<file path="src/rtl/netlist_bist_ctrl_if.sv">
// -----------------------------------------------------------------------------
// netlist_bist_ctrl_if
//
// Bundles the control, stimulus, response and result signals of the netlist
// BIST controller.
//
// Signals
//   start, abort      : run control from the result-capture side
//   dut_in            : stimulus vector driven to both netlist channels
//   out_a, out_b      : golden (A) and candidate (B) netlist responses
//   busy, done        : run status
//   sig_a, sig_b      : MISR signatures of channel A and channel B
//   mismatch          : sticky disagreement flag
//   fail_idx, fail_vec: index and stimulus vector of the first disagreement
//
// Modports
//   master : the BIST controller (drives stimulus and results)
//   slave  : the environment (drives run control and netlist responses)
// -----------------------------------------------------------------------------
interface netlist_bist_ctrl_if #(
    parameter int IN_W  = 14,
    parameter int OUT_W = 8
);
    logic             start;
    logic             abort;
    logic [IN_W-1:0]  dut_in;
    logic [OUT_W-1:0] out_a;
    logic [OUT_W-1:0] out_b;
    logic             busy;
    logic             done;
    logic [OUT_W-1:0] sig_a;
    logic [OUT_W-1:0] sig_b;
    logic             mismatch;
    logic [19:0]      fail_idx;
    logic [IN_W-1:0]  fail_vec;

    modport master (
        input  start, abort, out_a, out_b,
        output dut_in, busy, done, sig_a, sig_b, mismatch, fail_idx, fail_vec
    );

    modport slave (
        output start, abort, out_a, out_b,
        input  dut_in, busy, done, sig_a, sig_b, mismatch, fail_idx, fail_vec
    );
endinterface

</file>
<file path="src/rtl/netlist_bist_ctrl.sv">
// -----------------------------------------------------------------------------
// netlist_bist_ctrl
//
// Two-channel BIST controller for combinational netlists. An LFSR produces
// NUM_PAT input vectors that are driven to the golden netlist (channel A) and
// the optimised candidate (channel B) at the same time. The responses of each
// channel are compacted into a MISR signature, and the first pattern on which
// the two channels disagree is recorded. Register stages inside the netlist
// wrapper (DUT_LAT) are matched by an internal delay line so every response
// is paired with the vector that produced it.
//
// Ports
//   clk  : clock
//   rst  : synchronous active-high reset
//   bist : netlist_bist_ctrl_if master modport
//          in : start, abort, out_a, out_b
//          out: dut_in, busy, done, sig_a, sig_b, mismatch, fail_idx, fail_vec
//
// All outputs are registered; out_a/out_b only reach registers.
// -----------------------------------------------------------------------------
module netlist_bist_ctrl #(
    parameter int               IN_W      = 14,
    parameter int               OUT_W     = 8,
    parameter int               NUM_PAT   = 1024,
    parameter int               DUT_LAT   = 0,
    parameter logic [IN_W-1:0]  SEED      = {{(IN_W-1){1'b0}}, 1'b1},
    parameter logic [IN_W-1:0]  LFSR_TAPS = IN_W'(14'h2015),
    parameter logic [OUT_W-1:0] MISR_TAPS = OUT_W'(8'hB8)
) (
    input logic                 clk,
    input logic                 rst,
    netlist_bist_ctrl_if.master bist
);

    typedef enum logic [1:0] {
        ST_IDLE  = 2'd0,
        ST_RUN   = 2'd1,
        ST_DRAIN = 2'd2,
        ST_DONE  = 2'd3
    } state_t;

    // An all-zero LFSR state would lock up, so a zero seed is replaced by 1.
    localparam logic [IN_W-1:0] SEED_EFF   = (SEED == '0) ? {{(IN_W-1){1'b0}}, 1'b1} : SEED;
    localparam logic [19:0]     PAT_LAST   = 20'(NUM_PAT - 1);
    localparam logic [1:0]      DRAIN_LAST = (DUT_LAT > 0) ? 2'(DUT_LAT - 1) : 2'd0;

    // Fibonacci-style LFSR step: shift left, feedback is parity of tapped bits.
    function automatic logic [IN_W-1:0] lfsr_step(input logic [IN_W-1:0] cur);
        return {cur[IN_W-2:0], ^(cur & LFSR_TAPS)};
    endfunction

    // MISR step: LFSR shift with the channel response folded in.
    function automatic logic [OUT_W-1:0] misr_step(input logic [OUT_W-1:0] cur,
                                                   input logic [OUT_W-1:0] din);
        return {cur[OUT_W-2:0], ^(cur & MISR_TAPS)} ^ din;
    endfunction

    state_t           state_q;
    logic [IN_W-1:0]  lfsr_q;       // next vector to be issued
    logic [19:0]      cnt_q;        // index of the vector currently on dut_in
    logic [1:0]       drain_cnt_q;
    logic [IN_W-1:0]  dut_in_q;
    logic             busy_q;
    logic             done_q;
    logic [OUT_W-1:0] sig_a_q;
    logic [OUT_W-1:0] sig_b_q;
    logic             mismatch_q;
    logic [19:0]      fail_idx_q;
    logic [IN_W-1:0]  fail_vec_q;

    logic [OUT_W-1:0] sig_a_d;
    logic [OUT_W-1:0] sig_b_d;
    logic             issue_valid_s;
    logic             sample_valid_s;
    logic [19:0]      sample_idx_s;
    logic [IN_W-1:0]  sample_vec_s;
    logic             sample_en_s;
    logic             first_fail_s;

    assign issue_valid_s = (state_q == ST_RUN);
    // busy_q gates sampling so nothing can update results outside a run.
    assign sample_en_s   = sample_valid_s & busy_q;

    generate
        if (DUT_LAT == 0) begin : g_no_lat
            // Purely combinational netlist: the response belongs to the current vector.
            assign sample_valid_s = issue_valid_s;
            assign sample_idx_s   = cnt_q;
            assign sample_vec_s   = dut_in_q;
        end else begin : g_lat
            logic [DUT_LAT-1:0] vld_pipe_q;
            logic [19:0]        idx_pipe_q [DUT_LAT];
            logic [IN_W-1:0]    vec_pipe_q [DUT_LAT];

            // Delay line matching the wrapper registers; abort flushes it so a stale sample never lands in a new run.
            always_ff @(posedge clk) begin
                if (rst || bist.abort) begin
                    for (int i = 0; i < DUT_LAT; i++) begin
                        vld_pipe_q[i] <= 1'b0;
                        idx_pipe_q[i] <= '0;
                        vec_pipe_q[i] <= '0;
                    end
                end else begin
                    vld_pipe_q[0] <= issue_valid_s;
                    idx_pipe_q[0] <= cnt_q;
                    vec_pipe_q[0] <= dut_in_q;
                    for (int i = 1; i < DUT_LAT; i++) begin
                        vld_pipe_q[i] <= vld_pipe_q[i-1];
                        idx_pipe_q[i] <= idx_pipe_q[i-1];
                        vec_pipe_q[i] <= vec_pipe_q[i-1];
                    end
                end
            end

            assign sample_valid_s = vld_pipe_q[DUT_LAT-1];
            assign sample_idx_s   = idx_pipe_q[DUT_LAT-1];
            assign sample_vec_s   = vec_pipe_q[DUT_LAT-1];
        end
    endgenerate

    // Next MISR values and first-disagreement detection for the sample in flight.
    always_comb begin
        sig_a_d = misr_step(sig_a_q, bist.out_a);
        sig_b_d = misr_step(sig_b_q, bist.out_b);
        if (sample_en_s && (bist.out_a != bist.out_b) && !mismatch_q) begin
            first_fail_s = 1'b1;
        end else begin
            first_fail_s = 1'b0;
        end
    end

    // Run FSM with stimulus generation, response compaction and registered status outputs.
    always_ff @(posedge clk) begin
        if (rst) begin
            state_q     <= ST_IDLE;
            lfsr_q      <= SEED_EFF;
            cnt_q       <= 20'd0;
            drain_cnt_q <= 2'd0;
            dut_in_q    <= '0;
            busy_q      <= 1'b0;
            done_q      <= 1'b0;
            sig_a_q     <= '0;
            sig_b_q     <= '0;
            mismatch_q  <= 1'b0;
            fail_idx_q  <= 20'd0;
            fail_vec_q  <= '0;
        end else if (bist.abort) begin
            // Results and dut_in freeze; only the control state returns to idle.
            state_q <= ST_IDLE;
            busy_q  <= 1'b0;
            done_q  <= 1'b0;
        end else begin
            if (sample_en_s) begin
                sig_a_q <= sig_a_d;
                sig_b_q <= sig_b_d;
            end
            if (first_fail_s) begin
                mismatch_q <= 1'b1;
                fail_idx_q <= sample_idx_s;
                fail_vec_q <= sample_vec_s;
            end

            case (state_q)
                ST_IDLE, ST_DONE: begin
                    if (bist.start) begin
                        // The seed goes straight onto dut_in; lfsr_q runs one vector ahead.
                        state_q     <= ST_RUN;
                        busy_q      <= 1'b1;
                        done_q      <= 1'b0;
                        cnt_q       <= 20'd0;
                        drain_cnt_q <= 2'd0;
                        dut_in_q    <= SEED_EFF;
                        lfsr_q      <= lfsr_step(SEED_EFF);
                        sig_a_q     <= '0;
                        sig_b_q     <= '0;
                        mismatch_q  <= 1'b0;
                        fail_idx_q  <= 20'd0;
                        fail_vec_q  <= '0;
                    end
                end
                ST_RUN: begin
                    if (cnt_q == PAT_LAST) begin
                        if (DUT_LAT == 0) begin
                            state_q <= ST_DONE;
                            busy_q  <= 1'b0;
                            done_q  <= 1'b1;
                        end else begin
                            state_q     <= ST_DRAIN;
                            drain_cnt_q <= 2'd0;
                        end
                    end else begin
                        cnt_q    <= cnt_q + 20'd1;
                        dut_in_q <= lfsr_q;
                        lfsr_q   <= lfsr_step(lfsr_q);
                    end
                end
                ST_DRAIN: begin
                    if (drain_cnt_q == DRAIN_LAST) begin
                        state_q <= ST_DONE;
                        busy_q  <= 1'b0;
                        done_q  <= 1'b1;
                    end else begin
                        drain_cnt_q <= drain_cnt_q + 2'd1;
                    end
                end
                default: begin
                    state_q <= ST_IDLE;
                    busy_q  <= 1'b0;
                    done_q  <= 1'b0;
                end
            endcase
        end
    end

    assign bist.dut_in   = dut_in_q;
    assign bist.busy     = busy_q;
    assign bist.done     = done_q;
    assign bist.sig_a    = sig_a_q;
    assign bist.sig_b    = sig_b_q;
    assign bist.mismatch = mismatch_q;
    assign bist.fail_idx = fail_idx_q;
    assign bist.fail_vec = fail_vec_q;

endmodule

</file>
<file path="src/flat_wrapper.sv">
// flat-port wrapper written by rule: the top's interface ports become plain ports
module netlist_bist_ctrl_flat 
#(
    parameter int               IN_W      = 14,
    parameter int               OUT_W     = 8,
    parameter int               NUM_PAT   = 1024,
    parameter int               DUT_LAT   = 0,
    parameter logic [IN_W-1:0]  SEED      = {{(IN_W-1){1'b0}}, 1'b1},
    parameter logic [IN_W-1:0]  LFSR_TAPS = IN_W'(14'h2015),
    parameter logic [OUT_W-1:0] MISR_TAPS = OUT_W'(8'hB8)
)
  (clk, rst, bist_start, bist_abort, bist_out_a, bist_out_b, bist_dut_in, bist_busy, bist_done, bist_sig_a, bist_sig_b, bist_mismatch, bist_fail_idx, bist_fail_vec);
  netlist_bist_ctrl_if #(.IN_W(IN_W), .OUT_W(OUT_W)) bist_i ();
  input logic clk;
  input logic rst;
  input wire logic [$bits(bist_i.start)-1:0] bist_start;
  input wire logic [$bits(bist_i.abort)-1:0] bist_abort;
  input wire logic [$bits(bist_i.out_a)-1:0] bist_out_a;
  input wire logic [$bits(bist_i.out_b)-1:0] bist_out_b;
  output wire logic [$bits(bist_i.dut_in)-1:0] bist_dut_in;
  output wire logic [$bits(bist_i.busy)-1:0] bist_busy;
  output wire logic [$bits(bist_i.done)-1:0] bist_done;
  output wire logic [$bits(bist_i.sig_a)-1:0] bist_sig_a;
  output wire logic [$bits(bist_i.sig_b)-1:0] bist_sig_b;
  output wire logic [$bits(bist_i.mismatch)-1:0] bist_mismatch;
  output wire logic [$bits(bist_i.fail_idx)-1:0] bist_fail_idx;
  output wire logic [$bits(bist_i.fail_vec)-1:0] bist_fail_vec;
  assign bist_i.start = bist_start;
  assign bist_i.abort = bist_abort;
  assign bist_i.out_a = bist_out_a;
  assign bist_i.out_b = bist_out_b;
  assign bist_dut_in = bist_i.dut_in;
  assign bist_busy = bist_i.busy;
  assign bist_done = bist_i.done;
  assign bist_sig_a = bist_i.sig_a;
  assign bist_sig_b = bist_i.sig_b;
  assign bist_mismatch = bist_i.mismatch;
  assign bist_fail_idx = bist_i.fail_idx;
  assign bist_fail_vec = bist_i.fail_vec;
  netlist_bist_ctrl #(.IN_W(IN_W), .OUT_W(OUT_W), .NUM_PAT(NUM_PAT), .DUT_LAT(DUT_LAT), .SEED(SEED), .LFSR_TAPS(LFSR_TAPS), .MISR_TAPS(MISR_TAPS)) u_core (.clk(clk), .rst(rst), .bist(bist_i));
endmodule
</file>
<file path="config.mk">
export PLATFORM = sky130hd
export DESIGN_NAME = netlist_bist_ctrl_flat
export DESIGN_NICKNAME = d
export VERILOG_FILES = /design/src/rtl/netlist_bist_ctrl_if.sv /design/src/rtl/netlist_bist_ctrl.sv /design/src/flat_wrapper.sv
export SDC_FILE = /design/constraint.sdc
export NUM_CORES = 1
export LEC_CHECK = 0
export CAP_MARGIN = 10
export CELL_PAD_IN_SITES_DETAIL_PLACEMENT = 1
export CELL_PAD_IN_SITES_GLOBAL_PLACEMENT = 1
export CORE_MARGIN = 2
export CORE_UTILIZATION = 30
export DETAILED_ROUTE_END_ITERATION = 7
export GPL_TIMING_DRIVEN = 0
export MAX_ROUTING_LAYER = met4
export PLACE_DENSITY_LB_ADDON = 0.1
export SKIP_CTS_REPAIR_TIMING = 1
export SYNTH_ARGS = -nofsm -noshare
export SYNTH_HDL_FRONTEND = slang
export SYNTH_SLANG_ARGS = --single-unit
</file>
<file path="constraint.sdc">
create_clock -name clk -period 4.3 [get_ports clk]
set_clock_uncertainty 0.15 [all_clocks]
set_input_delay 0.86 -clock clk [delete_from_list [all_inputs] [get_ports clk]]
set_output_delay 0.86 -clock clk [all_outputs]
set_load 0.02 [all_outputs]
</file>
==> key figures <==
STA
  • Fin. Hold Viols: 0
  • Sum Neg Setup Slack: 0 ns
  • Actual slew at the worst max-slew pin: 0.710 ns
  • Setup ws final: 1.27 ns
  • RSZ-0062 raised after global routing: false
  • Min Tclk post-route: 3.03 ns
  • Max-slew violation count: 0
  • Worst relative slew slack: 52.3%
  • Highest clock rate: 330 MHz
  • Fin crit share: 70.5%
  • Final setup fails: 0

Setup path
  • Crit path max fanout: 10
  • WS Path Type: primary input to flop
  • Slowest-stage cell, CP: clkdlybuf4s50_1
  • CP cell instances: clkdlybuf4s50_1 -> xnor2_1 -> nand4_1 -> nor2_1 -> o31a_1 -> clkbuf_1 -> clkbuf_1 -> a22o_1
  • Setup crit start kind: primary input
  • Worst EP required: 4.43 ns
  • Cell mode on critical path: clkbuf_1
  • Max stage delay on crit path: 0.53 ns
  • CP arrival: 3.17 ns
  • Crit. End Element: flop

Layout
  • Final nets: 514
  • FILL cells: 1,453
  • Register Area: 0.00182 mm2
  • Multi-input gate area: 0.00176 mm2
  • ANT cells: 0
  • Final Util: 41.3%
  • Area grow syn2layout: 35.6%
  • Share of layout cells above drive strength 1: 8.32%

Logic synthesis
  • Yosys top cell area share: 47.8%
  • Top cells by area, synth: dfxtp_1 (48%), a22o_1 (7.8%), xnor2_1 (6.9%)
  • Top-count cell post-synth: dfxtp_1
  • Sequential element share of the synthesized area: 47.8%
  • Mapped Area: 0.00381 mm2
  • Post-Synthesis Cells: 395
  • Synth cell types: 50
  • Avg Cell Area, Syn: 9.66 um2
  • Number of synthesized flops with an enable pin: 0
  • Largest area contributor in the netlist: dfxtp_1
  • Synth warn: 0
  • Number of synthesized register bits: 91
  • Commonest register cell after synthesis: dfxtp_1
  • Syn Nets: 419
  • Synth async-reset ratio: 0%
  • Synth cell count leaders: dfxtp_1 (91), nor2_1 (56), a22o_1 (34)

GRT
  • First-pass GRT wire length: 17,200 um
  • Antenna violations before repair: 0
  • GRT Overall Usage: 16.9%
  • Vias in the first global route: 3,333
  • Gr ovfl total: 0
  • Largest net degree at the start of global routing: 14

Clocking
  • CTS root buffer: clkbuf_16
  • CTS sink cnt: 91
  • CTS Buf Count: 9
  • H-tree depth: 3
  • Max clock buf depth: 2
  • TritonCTS clock tree: built
  • Reg clk slew, reported paths: 0.06 ns
  • Clk_lat worst skew: 0.34 ns

Route
  • DRC violations left: 0
  • DR WL/cell: 15.9 um
  • Vias per cell: 4.88
  • Routed Antenna Nets: 0
  • Via count: 3,246
  • Starting DRT DRC Count: 100
  • Initial DRT Pass Iterations: 4
  • Final wirelength: 10,500 um

Run status
  • Run status: complete, no violations

Placed design
  • RD Place Congestion: 0.754
  • DP HPWL: 7700 um
  • Placement Setup Slack: 0.862 ns
  • PortBufs: 84

Pwr
  • Leak: 1.83 nW
  • Worst IR Drop VDD: 141 uV
  • PD cells: 346 mW/mm2

Die
  • Num ports: 87
  • Die Height: 117 um
  • Initial Utilization: 30.5%
  • Row count: 41
  • Die X: 117 um
  • Die area: 0.0136 mm2
  • CORE AREA: 0.0125 mm2

Flow run
  • # Max-Cap Violations: 0

Min path
  • HP Class: flop to flop
## metal layers
metal  global-route usage (%)  share of wire [%]  up-vias
li1                         -                  -     1595
met4                     7.29                1.7        0
met3                     2.85                3.4       13
met2                     25.0                 44       67
met1                     22.7                 51     1571
met5                        -                  0        -
## power breakdown
group	leakage [nW]	internal [mW]	switching, mW	total [mW]
logic	0.946	0.0516	0.0751	0.127
registers	0.733	0.847	0.00501	0.852
clock network	0.151	0.491	0.319	0.809
## stage by stage
| step | hold WS (ns) | std cells | instance area, um2 | total power, mW |
|---|---|---|---|---|
| 6_report | 0.332 | 665 | 5170 | 1.79 |
| 5_1_grt | 0.351 | 665 | 5170 | 1.86 |
| 4_1_cts | 0.338 | 665 | 5170 | 1.81 |
| 3_5_place_dp | 0.315 | 651 | 4870 | 0.999 |
| 3_3_place_gp | 0.313 | 651 | 4870 | 0.997 |
| 2_1_floorplan | 0.307 | 395 | 3810 | 0.945 |
## cell type report
type / instances / area share, %
clock inverters: 2 / 0.677
clock buffers: 12 / 5.15
flip-flops and latches: 91 / 35.2
inverters: 11 / 0.798
well taps: 172 / 4.16
multi-input cells: 259 / 34.1
plain buffers: 34 / 3.65
repair buffers: 84 / 16.3
## placed cells by master (no fill, tap or decap), types with 4 or more instances in the layout
cell	synthesis	final
clkbuf_1	12	12
inv_1	11	11
nand4_1	10	10
buf_2	4	4
xor2_1	14	14
a21oi_1	8	8
a22o_1	34	34
nor2_1	56	56
clkdlybuf4s50_1	0	84
dfxtp_1	91	91
buf_4	15	15
a22oi_1	14	14
clkbuf_16	0	9
and3_1	4	4
nand2_1	13	13
a211oi_1	14	14
xnor2_1	30	30
o21ai_0	4	4
nand3_1	8	8
ha_1	4	4
## worst max-delay path: cells and delay by family
| kind | cells | cell delay, ns |
|---|---|---|
| buffers and inverters | 3 | 1.33 |
| AND/OR/NAND/NOR | 2 | 0.41 |
| AO/OA/AOI/OAI | 2 | 0.40 |
| XOR/XNOR | 1 | 0.16 |
## state kept, by name (all words and copies together), names as in the netlist
name	flops
u_core.bist.busy	1
u_core.bist.done	1
u_core.bist.dut_in	14
u_core.bist.fail_idx	20
u_core.bist.fail_vec	14
u_core.bist.mismatch	1
u_core.bist.sig_a	8
u_core.bist.sig_b	8
u_core.cnt_q	20
u_core.drain_cnt_q	2
u_core.lfsr_q	1
u_core.state_q	1
## logic make-up (layout without fill, tap and decap cells)
group / after synthesis / in the layout / synth area share (%)
AO/OA/AOI/OAI: 96 / 96 / 19.7
XOR/XNOR: 44 / 44 / 10.1
adder cells (fa/ha/maj): 4 / 4 / 1.31
buffers and inverters: 45 / 143 / 6.03
flip-flops: 91 / 91 / 47.8
multiplexers: 2 / 2 / 0.525
AND/OR/NAND/NOR: 113 / 113 / 14.6
## worst paths after layout
| check | start | endpoint | slack (ns) | depth (start not counted) |
|---|---|---|---|---|
| min | u_core.bist.fail_idx[5] | u_core.bist.fail_idx[5] | 0.33 | 1 |
| max reg2reg | u_core.bist.done | u_core.bist.fail_vec[6] | 1.56 | 9 |
| min reg2reg | u_core.bist.fail_idx[5] | u_core.bist.fail_idx[5] | 0.33 | 1 |
| max | bist_out_a[1] | u_core.bist.fail_vec[6] | 1.27 | 8 |
(Power assumes the default switching activity.)
